==> src/rtl/alu_arbiter.sv <==
// Two requesters share one ALU: arbitrate in IDLE, compute in EXEC, hold the response in RESP.
// EXE_CMD: MOV=1 MVN=9 ADD=2 ADC=3 SUB=4 SBC=5 AND=6 ORR=7 EOR=8; any other code yields 0.

module alu_arbiter_alu #(
  localparam int unsigned DATA_W = 32,
  localparam int unsigned CMD_W  = 4,
  localparam int unsigned SR_W   = 4
) (
  input  logic [CMD_W-1:0]  cmd,
  input  logic [DATA_W-1:0] val1,
  input  logic [DATA_W-1:0] val2,
  input  logic              carry_in,
  output logic [DATA_W-1:0] result_c,
  output logic [SR_W-1:0]   sr_c
);
  localparam int unsigned WIDE_W = DATA_W + 1;
  localparam int unsigned MSB    = DATA_W - 1;

  localparam logic [CMD_W-1:0] CMD_MOV = 4'b0001;
  localparam logic [CMD_W-1:0] CMD_MVN = 4'b1001;
  localparam logic [CMD_W-1:0] CMD_ADD = 4'b0010;
  localparam logic [CMD_W-1:0] CMD_ADC = 4'b0011;
  localparam logic [CMD_W-1:0] CMD_SUB = 4'b0100;
  localparam logic [CMD_W-1:0] CMD_SBC = 4'b0101;
  localparam logic [CMD_W-1:0] CMD_AND = 4'b0110;
  localparam logic [CMD_W-1:0] CMD_ORR = 4'b0111;
  localparam logic [CMD_W-1:0] CMD_EOR = 4'b1000;

  logic [WIDE_W-1:0] wide;
  logic              carry;
  logic              ovf;

  // Subtraction carry is the borrow out of the 33-bit difference.
  always_comb begin
    wide     = '0;
    result_c = '0;
    carry    = 1'b0;
    ovf      = 1'b0;
    case (cmd)
      CMD_MOV: result_c = val2;
      CMD_MVN: result_c = ~val2;
      CMD_ADD, CMD_ADC: begin
        wide     = {1'b0, val1} + {1'b0, val2} + WIDE_W'(cmd == CMD_ADC && carry_in);
        result_c = wide[MSB:0];
        carry    = wide[DATA_W];
        ovf      = (val1[MSB] == val2[MSB]) && (result_c[MSB] != val1[MSB]);
      end
      CMD_SUB, CMD_SBC: begin
        wide     = {1'b0, val1} - {1'b0, val2} - WIDE_W'(cmd == CMD_SBC && !carry_in);
        result_c = wide[MSB:0];
        carry    = wide[DATA_W];
        ovf      = (val1[MSB] != val2[MSB]) && (result_c[MSB] != val1[MSB]);
      end
      CMD_AND: result_c = val1 & val2;
      CMD_ORR: result_c = val1 | val2;
      CMD_EOR: result_c = val1 ^ val2;
      default: ;
    endcase
    sr_c = {result_c == '0, carry, result_c[MSB], ovf};
  end
endmodule

module alu_arbiter #(
  parameter bit FAIR = 1'b1,
  localparam int unsigned DATA_W = 32,
  localparam int unsigned CMD_W  = 4,
  localparam int unsigned SR_W   = 4
) (
  input  logic              clk,
  input  logic              rst,
  input  logic              req0_valid,
  output logic              req0_ready,
  input  logic [CMD_W-1:0]  req0_cmd,
  input  logic [DATA_W-1:0] req0_val1,
  input  logic [DATA_W-1:0] req0_val2,
  input  logic              req0_s,
  input  logic              req1_valid,
  output logic              req1_ready,
  input  logic [CMD_W-1:0]  req1_cmd,
  input  logic [DATA_W-1:0] req1_val1,
  input  logic [DATA_W-1:0] req1_val2,
  input  logic              req1_s,
  output logic              resp_valid,
  input  logic              resp_ready,
  output logic              resp_id,
  output logic [DATA_W-1:0] resp_result,
  output logic [SR_W-1:0]   resp_sr,
  output logic [SR_W-1:0]   status_reg
);
  typedef enum logic [1:0] {IDLE, EXEC, RESP} state_t;

  typedef struct packed {
    logic [CMD_W-1:0]  cmd;
    logic [DATA_W-1:0] val1;
    logic [DATA_W-1:0] val2;
    logic              s;
  } op_t;

  state_t            state;
  state_t            state_next;
  op_t               op_q;
  op_t               op_sel_c;
  logic              grant;
  logic              last_grant;
  logic [DATA_W-1:0] alu_result_c;
  logic [SR_W-1:0]   alu_sr_c;

  // A lone requester always wins; a tie goes round-robin or to req0.
  always_comb begin
    grant = 1'b0;
    if (req0_valid && req1_valid) grant = FAIR ? ~last_grant : 1'b0;
    else if (req1_valid)          grant = 1'b1;
    op_sel_c = grant ? {req1_cmd, req1_val1, req1_val2, req1_s}
                     : {req0_cmd, req0_val1, req0_val2, req0_s};
  end

  always_ff @(posedge clk) begin
    if (!rst) state <= IDLE;
    else      state <= state_next;
  end

  always_comb begin
    state_next = state;
    req0_ready = 1'b0;
    req1_ready = 1'b0;
    case (state)
      IDLE: begin
        if (req0_valid || req1_valid) begin
          state_next = EXEC;
          req0_ready = rst && !grant;
          req1_ready = rst && grant;
        end
      end
      EXEC: state_next = RESP;
      RESP: if (resp_ready) state_next = IDLE;
      default: state_next = IDLE;
    endcase
  end

  alu_arbiter_alu u_alu (
    .cmd      (op_q.cmd),
    .val1     (op_q.val1),
    .val2     (op_q.val2),
    .carry_in (status_reg[2]),
    .result_c (alu_result_c),
    .sr_c     (alu_sr_c)
  );

  // Operands captured on accept; results and flags captured at the end of EXEC.
  always_ff @(posedge clk) begin
    if (!rst) begin
      op_q        <= '0;
      last_grant  <= 1'b1;
      resp_valid  <= 1'b0;
      resp_id     <= 1'b0;
      resp_result <= '0;
      resp_sr     <= '0;
      status_reg  <= '0;
    end else begin
      if (req0_ready || req1_ready) begin
        op_q       <= op_sel_c;
        resp_id    <= grant;
        last_grant <= grant;
      end
      if (state == EXEC) begin
        resp_valid  <= 1'b1;
        resp_result <= alu_result_c;
        resp_sr     <= alu_sr_c;
        if (op_q.s) status_reg <= alu_sr_c;
      end
      if (state == RESP && resp_ready) resp_valid <= 1'b0;
    end
  end
endmodule

==> config.mk <==
export PLATFORM = sky130hd
export DESIGN_NAME = alu_arbiter
export DESIGN_NICKNAME = d
export VERILOG_FILES = /design/src/rtl/alu_arbiter.sv
export SDC_FILE = /design/constraint.sdc
export NUM_CORES = 1
export LEC_CHECK = 0
export CORE_MARGIN = 2
export CORE_UTILIZATION = 50
export CTS_CLUSTER_DIAMETER = 150
export CTS_CLUSTER_SIZE = 25
export DETAILED_ROUTE_END_ITERATION = 8
export PLACE_DENSITY = 0.78
export SLEW_MARGIN = 20
export SYNTH_ARGS = -nofsm -noshare
export SYNTH_HDL_FRONTEND = slang
export SYNTH_SLANG_ARGS = --single-unit
==> constraint.sdc <==
create_clock -name clk -period 4.4 [get_ports clk]
set_input_delay 0.44 -clock clk [delete_from_list [all_inputs] [get_ports clk]]
set_output_delay 0.44 -clock clk [all_outputs]
set_load 0.01 [all_outputs]
==> summary.txt <==
Synth Cell Area -> 11,500 sq um
Final core utilization -> 64.0%
Clk pwr share -> 26.4%
Min Tclk post-route -> 4360 ps
RSZ-0062 raised after global routing -> true
First-pass GRT wire length -> 60,600 um
Commonest non-fill, non-tap cells in the layout -> clkdlybuf4s50_1 (186), nor2_1 (175), ha_1 (123)
Synth cell types -> 85
Largest net degree at the start of global routing -> 140
Sequential power share -> 23.0%
Hold-fix buffers at CTS -> 0
Reg clk slew, reported paths -> 60 ps
Initial drt markers -> 1,324
WL/cell -> 19.7 um
Slowest CP cell -> fa_1
Place WS -> 145 ps
Switching part of the total power -> 42.1%
Post-synthesis sequential area ratio -> 19.7%
Detail Route Antenna Nets -> 0
Reg2reg end -> resp_sr[3]$_SDFFE_PN0N_
Pwr dens -> 368 nW/um^2
Die X -> 156 um
Clock latency at the later pin of the worst-skew pair -> 420 ps
Leakage -> 5.70 nW
Slew headroom -> 28.3%
Antenna Cells -> 0
Clk buf depth -> 2
Setup TNS Final -> 0 ps
Drt pass-1 iters -> 7
Slowest Stage Delay on Critical Path -> 480 ps
# IOs -> 187
Commonest non-fill, non-tap cell in the layout -> clkdlybuf4s50_1
Die height -> 156 um
Crit-path max FO -> 3
Tcrit/Tclk final -> 99.2%
Total GRT Usage -> 31.4%
Worst hold path class -> reg2reg
IO Port Bufs -> 186
Area Overhead vs Synth -> 25.8%
CTS tree -> yes
Grt total ovfl -> 0
Status -> finished, final reports clean
EDFF count, synth -> 0
Number of vias per cell -> 6.20
Max reg flops -> 69
WS Path Type -> reg2reg
Max-slew violations -> 0
Most flop-heavy register -> op_q
Die ar. -> 24,300 sq um
Crit end category -> flop
Final nets -> 1,940
Worst Max-Slew Pin Slew -> 1070 ps
Peak VDD IR -> 219 uV
Worst Hold Depth -> 2
Syn avg cell area -> 7.55 sq um
Net Sw Power -> 0.00224 W
Vias post-DR -> 12,184
Hold Vio Cnt, Final -> 0
Yosys warns -> 0
Starting Density -> 50.8%
Vias in the first global route -> 11,134
Power Total -> 0.00533 W
Setup Skew -> 10.3 ps
Max H-tree Level -> 4
Final setup fails -> 0
Setup slack after layout -> 36.1 ps
Final GP Congestion -> 1.04
CP Cell Sequence -> or3b_4 -> nor3b_2 -> fa_1 -> inv_1 -> ha_4 -> nor2_4 -> fa_2 -> nand2b_4 -> a21oi_1 -> buf_4 -> xnor2_1 -> a21oi_1 -> o21ai_0 -> nor4_2 -> nand4_1 -> nor4_2 -> nand4_1 -> o31ai_2
Critical Path Start Type -> flop
Clock root buffer -> clkbuf_16
Layout cells sized above 1 -> 8.93%
Largest registers -> op_q x69, resp_result x31
Async SR Flop Fraction -> 0%
Worst EP arrival -> 4690 ps
Worst endpoint required time -> 4720 ps
Cell Int Power -> 0.00309 W
Worst hold start -> resp_result[3]$_SDFFE_PN0N_
Synthesized Nets -> 1,798
Hold endpoint -> resp_result[3]$_SDFFE_PN0N_
Number of max-cap violations -> 0
Top FF cell, synth -> dfxtp_1
Detailed placer's ending HPWL -> 28,900 um
DRC viols -> 0
Cells after synthesis -> 1,525
Reg2reg start -> op_q[66]$_SDFFE_PN0P_
Comb power frac -> 50.6%
Initial antenna violation count -> 0
Maximum clock rate -> 229 MHz
Worst reg2reg setup slack -> 40 ps
Clk sinks -> 113
Final wirelength -> 38,700 um
Post-synthesis sequential element count -> 113
CTS Buf Count -> 17
R2R depth -> 18
Core area -> 22,600 sq um
Cell Rows -> 55
## area by class of cell
type | count | area [sq um]
Inverter | 116 | 438
Tap cell | 285 | 357
Fill cell | 1951 | 8160
Timing Repair Buffer | 236 | 2260
Clock inverter | 13 | 135
Multi-Input combinational cell | 1183 | 8580
Clock buffer | 19 | 443
Sequential cell | 113 | 2270
## logic make-up (layout without fill, tap and decap cells)
family                   after synthesis  after routing  share of synthesized area [%]
AO/OA/AOI/OAI                        474            474                           28.5
XOR/XNOR                              59             59                           4.49
adder cells (fa/ha/maj)              130            130                           14.4
buffers and inverters                229            384                           7.68
flip-flops                           113            113                           19.7
multiplexers                          84             84                           7.33
AND/OR/NAND/NOR                      436            436                           17.9
## through the flow
step           instances  hold slack, ps  area (sq um)
6_report            1965             462         14500
5_1_grt             1965             493         14500
4_1_cts             1958             463         14300
3_3_place_gp        1926             445         13700
2_1_floorplan       1525             480         11600
3_5_place_dp        1926             455         13700
## power by group through the flow
stage	clock [W]	combinational (W)	sequential (W)
5_1_grt	0.00146	0.00293	0.00124
6_report	0.00141	0.00270	0.00123
3_3_place_gp	0	0.00247	0.00124
3_5_place_dp	0	0.00251	0.00125
2_1_floorplan	0	0.00174	0.00123
4_1_cts	0.00141	0.00254	0.00122
## synthesized netlist by cell type, types with 11 or more instances
cell | instances | area, sq um
ha_1 | 126 | 1580
a21oi_1 | 94 | 470
o21a_1 | 18 | 135
a21o_1 | 13 | 97.6
nor3_1 | 35 | 175
nand2b_1 | 15 | 93.8
inv_1 | 116 | 435
o211ai_1 | 13 | 97.6
a22oi_1 | 23 | 173
nand3_1 | 26 | 130
clkbuf_1 | 84 | 315
o21ai_0 | 77 | 385
a211oi_1 | 107 | 803
o22ai_1 | 18 | 113
buf_2 | 13 | 65.1
nand2_1 | 90 | 338
xor2_1 | 35 | 307
o31ai_1 | 11 | 82.6
buf_1 | 13 | 48.8
nor2_1 | 176 | 661
mux2i_1 | 82 | 821
dfxtp_1 | 113 | 2260
xnor2_1 | 24 | 210
nand4_1 | 26 | 163
## critical path: cells and delay by family (launching register included)
family / cells / cell delay, ps
AO/OA/AOI/OAI: 4 / 670
XOR/XNOR: 1 / 120
adder cells (fa/ha/maj): 3 / 1000
buffers and inverters: 2 / 290
flip-flops: 1 / 320
AND/OR/NAND/NOR: 8 / 1870
## worst max-delay path by stage
stage                               start                    endpoint  slack [ps]  depth (start not counted)
global placement    op_q[66]$_SDFFE_PN0P_  status_reg[3]$_SDFFE_PN0P_         270                         17
floorplan           op_q[65]$_SDFFE_PN0P_  status_reg[3]$_SDFFE_PN0P_           9                         19
detailed placement  op_q[66]$_SDFFE_PN0P_  status_reg[3]$_SDFFE_PN0P_         140                         17
CTS                 op_q[68]$_SDFFE_PN0P_  status_reg[3]$_SDFFE_PN0P_          50                         17
finish              op_q[66]$_SDFFE_PN0P_     resp_sr[3]$_SDFFE_PN0N_          40                         18
global route        op_q[66]$_SDFFE_PN0P_     resp_sr[3]$_SDFFE_PN0N_        -100                         18
## timing repair
item                                    4_1_cts  5_1_grt
gates resized for setup                       0       32
setup buffers                                 0        6
endpoints found under the setup margin        0        4
## layer usage
metal	track usage (%)	wire length, um
met1	44.2	17400
met2	49.0	16800
met3	5.53	3600
met4	9.52	954
met5	0	0
Note: power is estimated with default switching activity, not from simulation.
